<file path="src/rtl/uart_tx_arbiter.sv">
`default_nettype none
// +----------------------------------------------------------------------------+
// | uart_tx_arbiter                                                            |
// | Round-robin arbiter that shares one UART_TX between NUM_REQ producers.     |
// | Optional busy-rise timeout with err pulse: define UART_ARB_TIMEOUT_EN.     |
// | Rev 1.0  initial release                                                   |
// +----------------------------------------------------------------------------+
module uart_tx_arbiter #(
  parameter int WIDTH        = 8,
  parameter int NUM_REQ      = 4,
  parameter int IDX_W        = 2,
  parameter int BUSY_TIMEOUT = 15
) (
  input  logic                     CLK,
  input  logic                     RST,
  input  logic [NUM_REQ-1:0]       req,
  input  logic [NUM_REQ*WIDTH-1:0] req_data,
  output logic [NUM_REQ-1:0]       ack,
  input  logic                     tx_busy,
  output logic                     tx_data_valid,
  output logic [WIDTH-1:0]         tx_p_data,
  output logic [IDX_W-1:0]         gnt_id,
  output logic                     arb_busy,
  output logic                     err
);

  localparam logic [1:0] ST_IDLE      = 2'd0;
  localparam logic [1:0] ST_LAUNCH    = 2'd1;
  localparam logic [1:0] ST_WAIT_BUSY = 2'd2;
  localparam logic [1:0] ST_WAIT_DONE = 2'd3;

  localparam logic [IDX_W:0]   C_NUM     = NUM_REQ[IDX_W:0];
  localparam logic [IDX_W:0]   C_LAST    = C_NUM - 1'b1;
  localparam logic [NUM_REQ-1:0] C_ONE   = NUM_REQ'(1);

  generate
    if (NUM_REQ < 2 || NUM_REQ > 8) begin : g_bad_num_req
      $error("uart_tx_arbiter: NUM_REQ must be in 2..8");
    end
    if (IDX_W != $clog2(NUM_REQ)) begin : g_bad_idx_w
      $error("uart_tx_arbiter: IDX_W must equal clog2(NUM_REQ)");
    end
    if (BUSY_TIMEOUT < 1) begin : g_bad_timeout
      $error("uart_tx_arbiter: BUSY_TIMEOUT must be at least 1");
    end
  endgenerate

  logic [1:0]         r_state;
  logic [IDX_W-1:0]   r_rr_ptr;
  logic [IDX_W:0]     w_cand [NUM_REQ];
  logic [NUM_REQ-1:0] w_hit;
  logic [WIDTH-1:0]   w_lane [NUM_REQ];
  logic               w_found;
  logic [IDX_W-1:0]   w_pick;
  logic [IDX_W-1:0]   w_next_ptr;
  logic               w_tmo_hit;

  // Candidate k is the requester k places after rr_ptr, wrapped modulo NUM_REQ.
  genvar gk;
  generate
    for (gk = 0; gk < NUM_REQ; gk++) begin : g_cand
      localparam logic [IDX_W:0] C_OFS = (IDX_W+1)'(gk);
      logic [IDX_W:0] w_sum;
      assign w_sum      = {1'b0, r_rr_ptr} + C_OFS;
      assign w_cand[gk] = (w_sum >= C_NUM) ? (w_sum - C_NUM) : w_sum;
      assign w_hit[gk]  = req[w_cand[gk][IDX_W-1:0]];
      assign w_lane[gk] = req_data[gk*WIDTH +: WIDTH];
    end
  endgenerate

  // Walk downward so the candidate closest to rr_ptr wins.
  always_comb begin
    w_pick = '0;
    for (int k = NUM_REQ - 1; k >= 0; k--) begin
      if (w_hit[k]) begin
        w_pick = w_cand[k][IDX_W-1:0];
      end
    end
  end

  assign w_found    = |w_hit;
  assign w_next_ptr = ({1'b0, gnt_id} == C_LAST) ? '0 : gnt_id + 1'b1;
  assign arb_busy   = (r_state != ST_IDLE);

  // A grant is held off during the ack cycle so the served producer can drop req.
  always_ff @(posedge CLK or negedge RST) begin
    if (!RST) begin
      r_state       <= ST_IDLE;
      r_rr_ptr      <= '0;
      ack           <= '0;
      tx_data_valid <= 1'b0;
      tx_p_data     <= '0;
      gnt_id        <= '0;
    end else begin
      ack           <= '0;
      tx_data_valid <= 1'b0;
      case (r_state)
        ST_IDLE: begin
          if (w_found && (ack == '0)) begin
            gnt_id        <= w_pick;
            tx_p_data     <= w_lane[w_pick];
            tx_data_valid <= 1'b1;
            r_state       <= ST_LAUNCH;
          end
        end
        ST_LAUNCH: begin
          r_state <= ST_WAIT_BUSY;
        end
        ST_WAIT_BUSY: begin
          if (tx_busy) begin
            r_state <= ST_WAIT_DONE;
          end else if (w_tmo_hit) begin
            r_rr_ptr <= w_next_ptr;
            r_state  <= ST_IDLE;
          end
        end
        ST_WAIT_DONE: begin
          if (!tx_busy) begin
            ack      <= C_ONE << gnt_id;
            r_rr_ptr <= w_next_ptr;
            r_state  <= ST_IDLE;
          end
        end
        default: begin
          r_state <= ST_IDLE;
        end
      endcase
    end
  end

`ifdef UART_ARB_TIMEOUT_EN
  localparam int TMO_W = $clog2(BUSY_TIMEOUT + 1);
  localparam logic [TMO_W-1:0] C_TMO_LAST = TMO_W'(BUSY_TIMEOUT - 1);

  logic [TMO_W-1:0] r_tmo_cnt;
  logic             r_err;

  assign w_tmo_hit = (r_state == ST_WAIT_BUSY) && !tx_busy && (r_tmo_cnt == C_TMO_LAST);
  assign err       = r_err;

  // Counter is held at zero outside WAIT_BUSY, so every entry starts fresh.
  always_ff @(posedge CLK or negedge RST) begin
    if (!RST) begin
      r_tmo_cnt <= '0;
      r_err     <= 1'b0;
    end else begin
      r_err <= w_tmo_hit;
      if ((r_state != ST_WAIT_BUSY) || w_tmo_hit) begin
        r_tmo_cnt <= '0;
      end else begin
        r_tmo_cnt <= r_tmo_cnt + 1'b1;
      end
    end
  end
`else
  assign w_tmo_hit = 1'b0;
  assign err       = 1'b0;
`endif

endmodule
`default_nettype wire
</file>
<file path="config.mk">
export PLATFORM = sky130hd
export DESIGN_NAME = uart_tx_arbiter
export DESIGN_NICKNAME = d
export VERILOG_FILES = /design/src/rtl/uart_tx_arbiter.sv
export SDC_FILE = /design/constraint.sdc
export NUM_CORES = 1
export LEC_CHECK = 0
export CAP_MARGIN = 20
export CORE_UTILIZATION = 36
export DETAILED_ROUTE_END_ITERATION = 8
export GPL_TIMING_DRIVEN = 0
export PLACE_DENSITY_LB_ADDON = 0.3
export SLEW_MARGIN = 10
export SYNTH_ARGS = -nofsm -noshare
export SYNTH_HDL_FRONTEND = slang
export SYNTH_SLANG_ARGS = --single-unit
</file>
<file path="constraint.sdc">
create_clock -name CLK -period 1.5 [get_ports CLK]
set_input_delay 0.3 -clock CLK [delete_from_list [all_inputs] [get_ports CLK]]
set_output_delay 0.3 -clock CLK [all_outputs]
set_load 0.1 [all_outputs]
</file>
# Word level (Yosys, flattened, before mapping)

Cells that the tools add are included.

Add/subtract/negate cells: 8
Order comparisons: 9
Equal/unequal tests: 7
Shifts and indexed selects: 1
Muxes and demuxes: 28
Bitwise gates (word level): 2
Reductions and logical operators: 8

Operators with widths:

| cell                                                                          | number |
|---|---|
| 2-bit two-way mux                                                             | 12 |
| 8-bit binary-select mux with 2-bit select                                     | 1 |
| 8-bit two-way mux                                                             | 2 |
| 3-bit >= comparator (second input constant)                                   | 4 |
| 2-bit by 3-bit less-than comparator with 1-bit output (second input constant) | 4 |
| 1-bit binary-select mux with 2-bit select                                     | 4 |
| 4-bit two-way mux                                                             | 2 |
| 2-bit case mux with 4 select lines                                            | 1 |
| 2-bit by 1-bit subtractor with 2-bit output (second input constant)           | 4 |
| 2-bit by 2-bit adder with 3-bit output (second input constant)                | 2 |
| 2-bit == test (second input constant)                                         | 3 |
| 1-bit two-way mux                                                             | 6 |
| 2-bit inequality test (second input constant)                                 | 3 |
| 4-bit zero test                                                               | 1 |
| 2-bit AND reduction                                                           | 2 |
| 4-bit OR reduction                                                            | 1 |
| 1-bit by 2-bit left shift with 4-bit output (first input constant)            | 1 |
| 2-bit by 1-bit adder with 3-bit output (second input constant)                | 1 |
| 2-bit by 3-bit >= comparator with 1-bit output (second input constant)        | 1 |
| 2-bit NOT with 3-bit output                                                   | 1 |
| 3-bit AND reduction                                                           | 1 |
| 2-bit by 1-bit adder with 2-bit output (second input constant)                | 1 |
| 2-bit by 1-bit == test with 1-bit output (second input constant)              | 1 |
| 2-bit zero test                                                               | 1 |
| 3 further kinds                                                               | 3 |

Register bits after elaboration: 19
Input bits: 39
Output and inout bits: 17
Word-level logic and storage cells: 69

# Logic depth before layout (Yosys ltp)

Gate-level depths: netlist (run 1).

Depth in word-level cells: 13
Depth in mapped cells: 7
Depth with buffers taken out: 7

# Least setup slack after synthesis (run 1)

No wires, ideal clock.

Kind: register to register
Start point: register r_state[0]
End point: register r_state[1]
Setup time: 0.125 ns
Data arrival time: 1.871 ns
Data required time: 1.375 ns
Setup slack: -0.495 ns
Cell stages (with the launch flop): 7
Path buffers: 0
Period minus slack after synthesis: 1.995 ns
Path through: dfrtp_1 inv_1 ha_1 inv_1 a21oi_1 a211o_1 mux2_2

Word-level cells in the longest chain between the ends: 3
Elaborated cells on any way between the ends: 9
Classes of those cells: eq/ne (6); mux (1); reduce/logical (2)

Ends and longest elaborated chain:

| what                                                    | RTL line | source |
|---|---|---|
| start, declared                                         | 48       | `logic [1:0] r_state;` |
| start signal, assigned                                  | 88       | `r_state <= ST_IDLE;` |
| start signal, assigned                                  | 103      | `r_state <= ST_LAUNCH;` |
| start signal, assigned                                  | 107      | `r_state <= ST_WAIT_BUSY;` |
| 2-bit == test / 2-bit zero test (equally long branches) | 97       | `case (r_state)` |
| 2-bit inequality test (no line)                         | -        |  |
| 3-bit AND reduction (no line)                           | -        |  |

Parallel ways exist; a longest one is shown, timed or not.
A chain may end at the register's enable or synchronous reset.

# Final worst setup path (run 1)

Start point: register r_rr_ptr[1]
End point: register tx_p_data[4]

Word-level cells in the longest chain between the ends: 13
Elaborated cells on any way between the ends: 34
Classes of those cells: add/sub (7); order compare (4); mux (19); bitwise (1); reduce/logical (3)

Ends and longest elaborated chain:

| what                                                                                      | RTL line | source |
|---|---|---|
| start, declared                                                                           | 49       | `logic [IDX_W-1:0] r_rr_ptr;` |
| start signal, assigned                                                                    | 113      | `r_rr_ptr <= w_next_ptr;` |
| start signal, assigned                                                                    | 120      | `r_rr_ptr <= w_next_ptr;` |
| 2-bit by 2-bit adder with 3-bit output                                                    | 64       | `assign w_sum = {1'b0, r_rr_ptr} + C_OFS;` |
| 3-bit >= comparator / 2-bit by 1-bit subtractor with 2-bit output (equally long branches) | 65       | `assign w_cand[gk] = (w_sum >= C_NUM) ? (w_sum - C_NUM) : w_sum;` |
| 2-bit two-way mux                                                                         | 65       |  |
| 1-bit binary-select mux with 2-bit select                                                 | 66       | `assign w_hit[gk] = req[w_cand[gk][IDX_W-1:0]];` |
| 1-bit two-way mux (not written as such)                                                   | 66       |  |
| 2-bit two-way mux (4 in series)                                                           | 75       | `if (w_hit[k]) begin` |
| 2-bit NOT with 3-bit output (not written as such)                                         | 101      | `tx_p_data <= w_lane[w_pick];` |
| 8-bit binary-select mux with 2-bit select                                                 | 101      |  |
| 8-bit two-way mux (not written as such) (2 in series)                                     | 101      |  |
| end signal, assigned                                                                      | 101      |  |
| end, declared                                                                             | 21       | `output logic [WIDTH-1:0] tx_p_data,` |

Parallel ways exist; a longest one is shown, timed or not. The select of a mux whose other input is x is not followed.

==> flow_summary.yaml, run 1 <==
clocking:
  cts_root_buf: "clkbuf_4"
  hold_buffers: 0
  clk_path_buf_depth: 2
  path_clk_slew_ps: 110
  cts_tree: "built"
  clock_latency_ps: 310
  cts_buffers: 3
  h-tree-depth: 1
  cts_sinks: 19
detailed_routing:
  ant_nets: 0
  dr_wl_met2_um: 1572
  drt-wirelength-per-cell_um: 13.51
  num_vias: 1037
  drt-met1-wl_um: 1129
  top_layer: "met4"
  wl_um: 2878
  drc: 0
  met3_length_um: 136
  drtIter0Drc: 5
  dr.pass1.iters: 4
  via_per_inst: 4.869
place:
  gp_congestion: 0.7126
  post-place-cells: 203
  post-place-ws_ps: -691.2
  dp.final_hpwl_um: 2221
  dpl_cell_area_sq_um: 1813
  port-buffer-count: 54
floorplanning:
  core_sq_um: 3053
  die_height_um: 58.70
  rows: 20
  die_w_um: 58.70
  die-area_sq_um: 3446
  start_util_pct: 37.91
  ios: 56
timing:
  setup_viol: 11
  rsz0062_at_grt: "true"
  layout_min_cycle_time_ps: 1654
  fmax_ghz: 0.6048
  whs_ps: 458.2
  clock_skew_ps: 5.444
  finalHoldViolations: 0
  slew_headroom_pct: 44.22
  worst_pin_slew_ps: 834.0
  maxSlewViolCount: 0
  period_share_pct: 110.2
  setup_ws_ps: -153.6
synth:
  synth_top_family_by_area: "multiplexers"
  yosys_register_bits: 19
  yosys.area_share.simple_pct: 11.57
  syn_nets: 152
  synth_compound_area_share_pct: 15.78
  synth_cell_type_count: 26
  ys_warn_count: 0
  synth.area.mux_share_pct: 16.65
  synthCells: 105
  netlist_area_sq_um: 1157
  synth_xor_area_share_pct: 0
  synth_fa_ha_area_share_pct: 8.649
  syn_avg_cell_area_sq_um: 11.02
  yosysSeqAreaShare_pct: 41.08
setup_path:
  r2r_setup_slack_ps: -150
  crit_type: "flip-flop to flip-flop"
  cp-end-kind: "flip-flop"
  crit_arrival_ps: 1890
  start_kind: "flip-flop"
  critical_path_required_ps: 1730
  path_max_fanout: 5
grt:
  grt_overflow_total: 0
  antenna_found_initial: 0
  grt_pass1_vias: 1070
  grt_use_total_pct: 18.19
  grt_pass1_wl_um: 4740
  grt_max_degree: 20
finish:
  final_common_cell: "clkdlybuf4s50_1"
  fin_nets: 217
  final_cell_count_no_fill: 213
  final_cell_mix: "clkdlybuf4s50_1 (34), mux2i_1 (15), buf_2 (12), dfrtp_1 (12), nand2_1 (11)"
  stdcell_area_sq_um: 1886
  diodes: 0
  drive_above_1_share_pct: 37.28
  area_delta_synth_final_pct: 62.92
flow_run:
  max_cap_viol_count: 0
power_and_ir_drop:
  total_power_mw: 4.216
  ir_worst_vdd_v: 0.001148
  power_leakage_nw: 0.8790
  powerDensity_nw_per_um2: 2236
min_path:
  holdCritPathClass: "input pin to async pin"
status:
  violations: "negative setup slack"
  status: "complete, but fails checks"
## synthesized netlist by cell type (all sizes together)
cell / instances / area share, %
a211o: 1 / 0.76
a21oi: 5 / 2.2
and2: 4 / 2.2
buf: 5 / 3.7
conb: 1 / 0.32
dfrtp: 19 / 41
ha: 8 / 8.6
inv: 7 / 2.3
mux2: 2 / 1.9
mux2i: 17 / 15
nand2: 12 / 3.9
nand3: 1 / 0.43
nor2: 2 / 0.65
nor2b: 2 / 1.1
nor3: 1 / 0.43
nor3b: 1 / 0.65
nor4: 1 / 0.54
o21a: 1 / 0.65
o21ai: 3 / 1.3
o221ai: 8 / 10
o22ai: 1 / 0.54
or2: 1 / 0.54
or3: 1 / 0.54
or4: 1 / 0.65
## worst paths after layout
| kind | start | end | cells after the start |
|---|---|---|---|
| max in group asynchronous | RST | gnt_id[0] | 1 |
| worst min register to register | tx_p_data[6] | tx_p_data[6] | 2 |
| worst max register to register | r_rr_ptr[1] | tx_p_data[4] | 6 |
| worst max-delay path | r_rr_ptr[1] | tx_p_data[4] | 6 |
| min in group CLK | tx_p_data[6] | tx_p_data[6] | 2 |
| worst min-delay path | RST | tx_p_data[5] | 1 |
## layer usage
| metal | vias up | GRT usage, % |
|---|---|---|
| met5 | - | 0 |
| li1 | 501 | - |
| met2 | 36 | 34.65 |
| met3 | 4 | 1.758 |
| met4 | 0 | 6.122 |
| met1 | 496 | 21.20 |
## stage by stage
step	setup TNS, ps	util (%)
final	-1310	61.76
after global routing	-2349	61.76
after CTS	-1285	60.37
after detailed placement	-12670	59.39
after global placement	-11970	59.39
after floorplan	-2341	-
## sequential cells by signal, summed over array words and instances, names as in the netlist
register / cells
tx_p_data: 8
gnt_id: 2
ack: 4
tx_data_valid: 1
r_rr_ptr: 2
r_state: 2
## what timing repair did
action	CTS	global route
setup endpoints to repair	28	17
gates cloned	1	0
setup buffers	3	2
pin swaps	6	4
resized for setup	96	10
## final cells by class
class | instances | area [sq um]
buffer | 5 | 57.56
clock buffer | 3 | 22.52
clock inverter | 1 | 5.005
fill | 278 | 1167
inverter | 7 | 30.03
multi-input combinational | 74 | 686.9
sequential | 19 | 489.2
tap | 44 | 55.05
timing repair buffer | 60 | 539.3
## cell families (layout without fill, tap and decap cells)
group / count (synthesis) / count (layout)
DFF: 19 / 19
buffers and inverters: 12 / 76
AOI/OAI and AO/OA: 19 / 19
and+or+nand+nor: 27 / 27
other: 1 / 1
adders and majority gates: 8 / 8
muxes: 19 / 19
## report_power, final
| part | total, mW | switching (mW) | internal (mW) |
|---|---|---|---|
| Sequential | 0.896 | 0.153 | 0.743 |
| Clock | 0.269 | 0.169 | 0.0996 |
| Combinational | 3.05 | 2.03 | 1.02 |
## worst max-delay path: stages (launching register included)
cell	delay, ps
dfrtp_2	430
mux2i_1	190
nor2_1	80
or3_4	330
or2_4	250
buf_6	140
o221ai_2	160
Power figures use the tool's default switching activity.
==> run 2: changes to the inputs <==
--- a/config.mk
+++ b/config.mk
@@ -6,6 +6,7 @@
 export NUM_CORES = 1
 export LEC_CHECK = 0
 export CAP_MARGIN = 20
+export CORE_MARGIN = 8
 export CORE_UTILIZATION = 36
 export DETAILED_ROUTE_END_ITERATION = 8
 export GPL_TIMING_DRIVEN = 0
==> flow_summary.yaml, run 2 (synthesis results as in run 1) <==
clocking:
  clock_latency_ps: 300
  hold_buffers: 0
  h-tree-depth: 1
  cts_sinks: 19
  cts_tree: "built"
  path_clk_slew_ps: 120
  cts_buffers: 3
  clk_path_buf_depth: 2
  cts_root_buf: "clkbuf_4"
timing:
  setup_ws_ps: -138.3
  clock_skew_ps: 10.10
  worst_pin_slew_ps: 856.4
  layout_min_cycle_time_ps: 1638
  maxSlewViolCount: 0
  finalHoldViolations: 0
  period_share_pct: 109.2
  whs_ps: 478.3
  fmax_ghz: 0.6104
  setup_viol: 11
  rsz0062_at_grt: "true"
  slew_headroom_pct: 42.72
  fin_setup_tns_ps: -1161
place:
  post-place-ws_ps: -705.7
  port-buffer-count: 54
  gp_congestion: 0.7418
  dp.final_hpwl_um: 2614
detailed_routing:
  wl_um: 3408
  ant_nets: 0
  drt-wirelength-per-cell_um: 16.00
  drtIter0Drc: 19
  dr.pass1.iters: 4
  num_vias: 1034
  via_per_inst: 4.854
  drc: 0
setup_path:
  r2r_setup_slack_ps: -140
  path_max_fanout: 6
  start_kind: "flip-flop"
  crit_arrival_ps: 1850
  crit_type: "flip-flop to flip-flop"
  cp-end-kind: "flip-flop"
  critical_path_required_ps: 1720
floorplanning:
  core_sq_um: 3053
  die_height_um: 72.70
  die_w_um: 72.70
  start_util_pct: 37.91
  rows: 20
  die-area_sq_um: 5285
  ios: 56
finish:
  largest_reg_flops: 8
  area_delta_synth_final_pct: 69.19
  final_core_util_pct: 64.14
  fin_nets: 217
  reg_top3: "tx_p_data: 8 flops, ack: 4 flops"
  max_flop_register: "tx_p_data"
  final_common_cell: "clkdlybuf4s50_1"
  drive_above_1_share_pct: 43.20
  final_cell_mix: "clkdlybuf4s50_1 (34), buf_2 (12), dfrtp_1 (12)"
  diodes: 0
power_and_ir_drop:
  power_leakage_nw: 0.8703
  ir_worst_vdd_v: 0.001245
  powerDensity_nw_per_um2: 2223
grt:
  grt_use_total_pct: 12.17
  grt_pass1_wl_um: 5216
  grt_overflow_total: 0
  antenna_found_initial: 0
  grt_max_degree: 20
  grt_pass1_vias: 1067
status:
  status: "complete, but fails checks"
  violations: "negative setup slack"
min_path:
  holdCritPathClass: "input pin to async pin"
flow_run:
  max_cap_viol_count: 0
## run 2: changes by cell type in the layout (fill, tap and decap cells not counted)
cell and delta:
o21ai_1 -1, mux2i_4 +4, mux2i_2 +4, o21ai_2 +1, a21oi_2 +1, mux2i_1 -8
a21oi_1 -1
## run 2: final cells by class
class / count / area [sq um]
buffer: 5 / 57.56
clock buffer: 3 / 22.52
clock inverter: 1 / 5.005
fill: 259 / 1095
inverter: 7 / 30.03
multi-input combinational: 74 / 759.5
sequential: 19 / 489.2
tap: 44 / 55.05
timing repair buffer: 60 / 539.3
## run 2: power breakdown
part           total [mW]  internal [mW]  switching, mW
combinational        3.18           1.10           2.08
clock               0.263         0.0991          0.164
sequential          0.904          0.743          0.162
## run 2: final timing paths
check / cells after the start / to / from
max in group asynchronous: 1 / ack[1] / RST
min in group CLK: 2 / tx_p_data[3] / tx_p_data[3]
max: 6 / tx_p_data[1] / r_rr_ptr[1]
max reg2reg: 6 / tx_p_data[1] / r_rr_ptr[1]
min: 1 / tx_p_data[0] / RST
min reg2reg: 2 / tx_p_data[3] / tx_p_data[3]
## run 2: layer usage
| metal | GRT usage [%] | up-vias | part of all wire (%) | routed length (um) |
|---|---|---|---|---|
| met1 | 14.01 | 496 | 40 | 1357 |
| met3 | 4.808 | 2 | 7.5 | 256 |
| met2 | 20.38 | 34 | 52 | 1770 |
| li1 | - | 502 | - | - |
| met5 | 0 | - | 0 | 0 |
| met4 | 3.111 | 0 | 0.67 | 23 |
## run 2: critical path: stages (launching register included)
cell      delay, ps
dfrtp_2         450
mux2i_1         200
nor2_1           50
or3_4           330
or2_4           250
buf_6           140
o221ai_2        150
## run 2: metrics by stage
step	cells	cell area (sq um)	total power, mW
2_1_floorplan	105	1217	3.128
3_3_place_gp	203	1813	3.755
3_5_place_dp	203	1813	3.853
4_1_cts	209	1827	4.099
5_1_grt	213	1958	4.592
6_report	213	1958	4.352
## run 2: what timing repair did
item / 4_1_cts / 5_1_grt
pin swaps: 1 / 5
gates cloned: 0 / 1
buffers inserted: 2 / 3
setup endpoints to repair: 28 / 16
resized for setup: 91 / 29
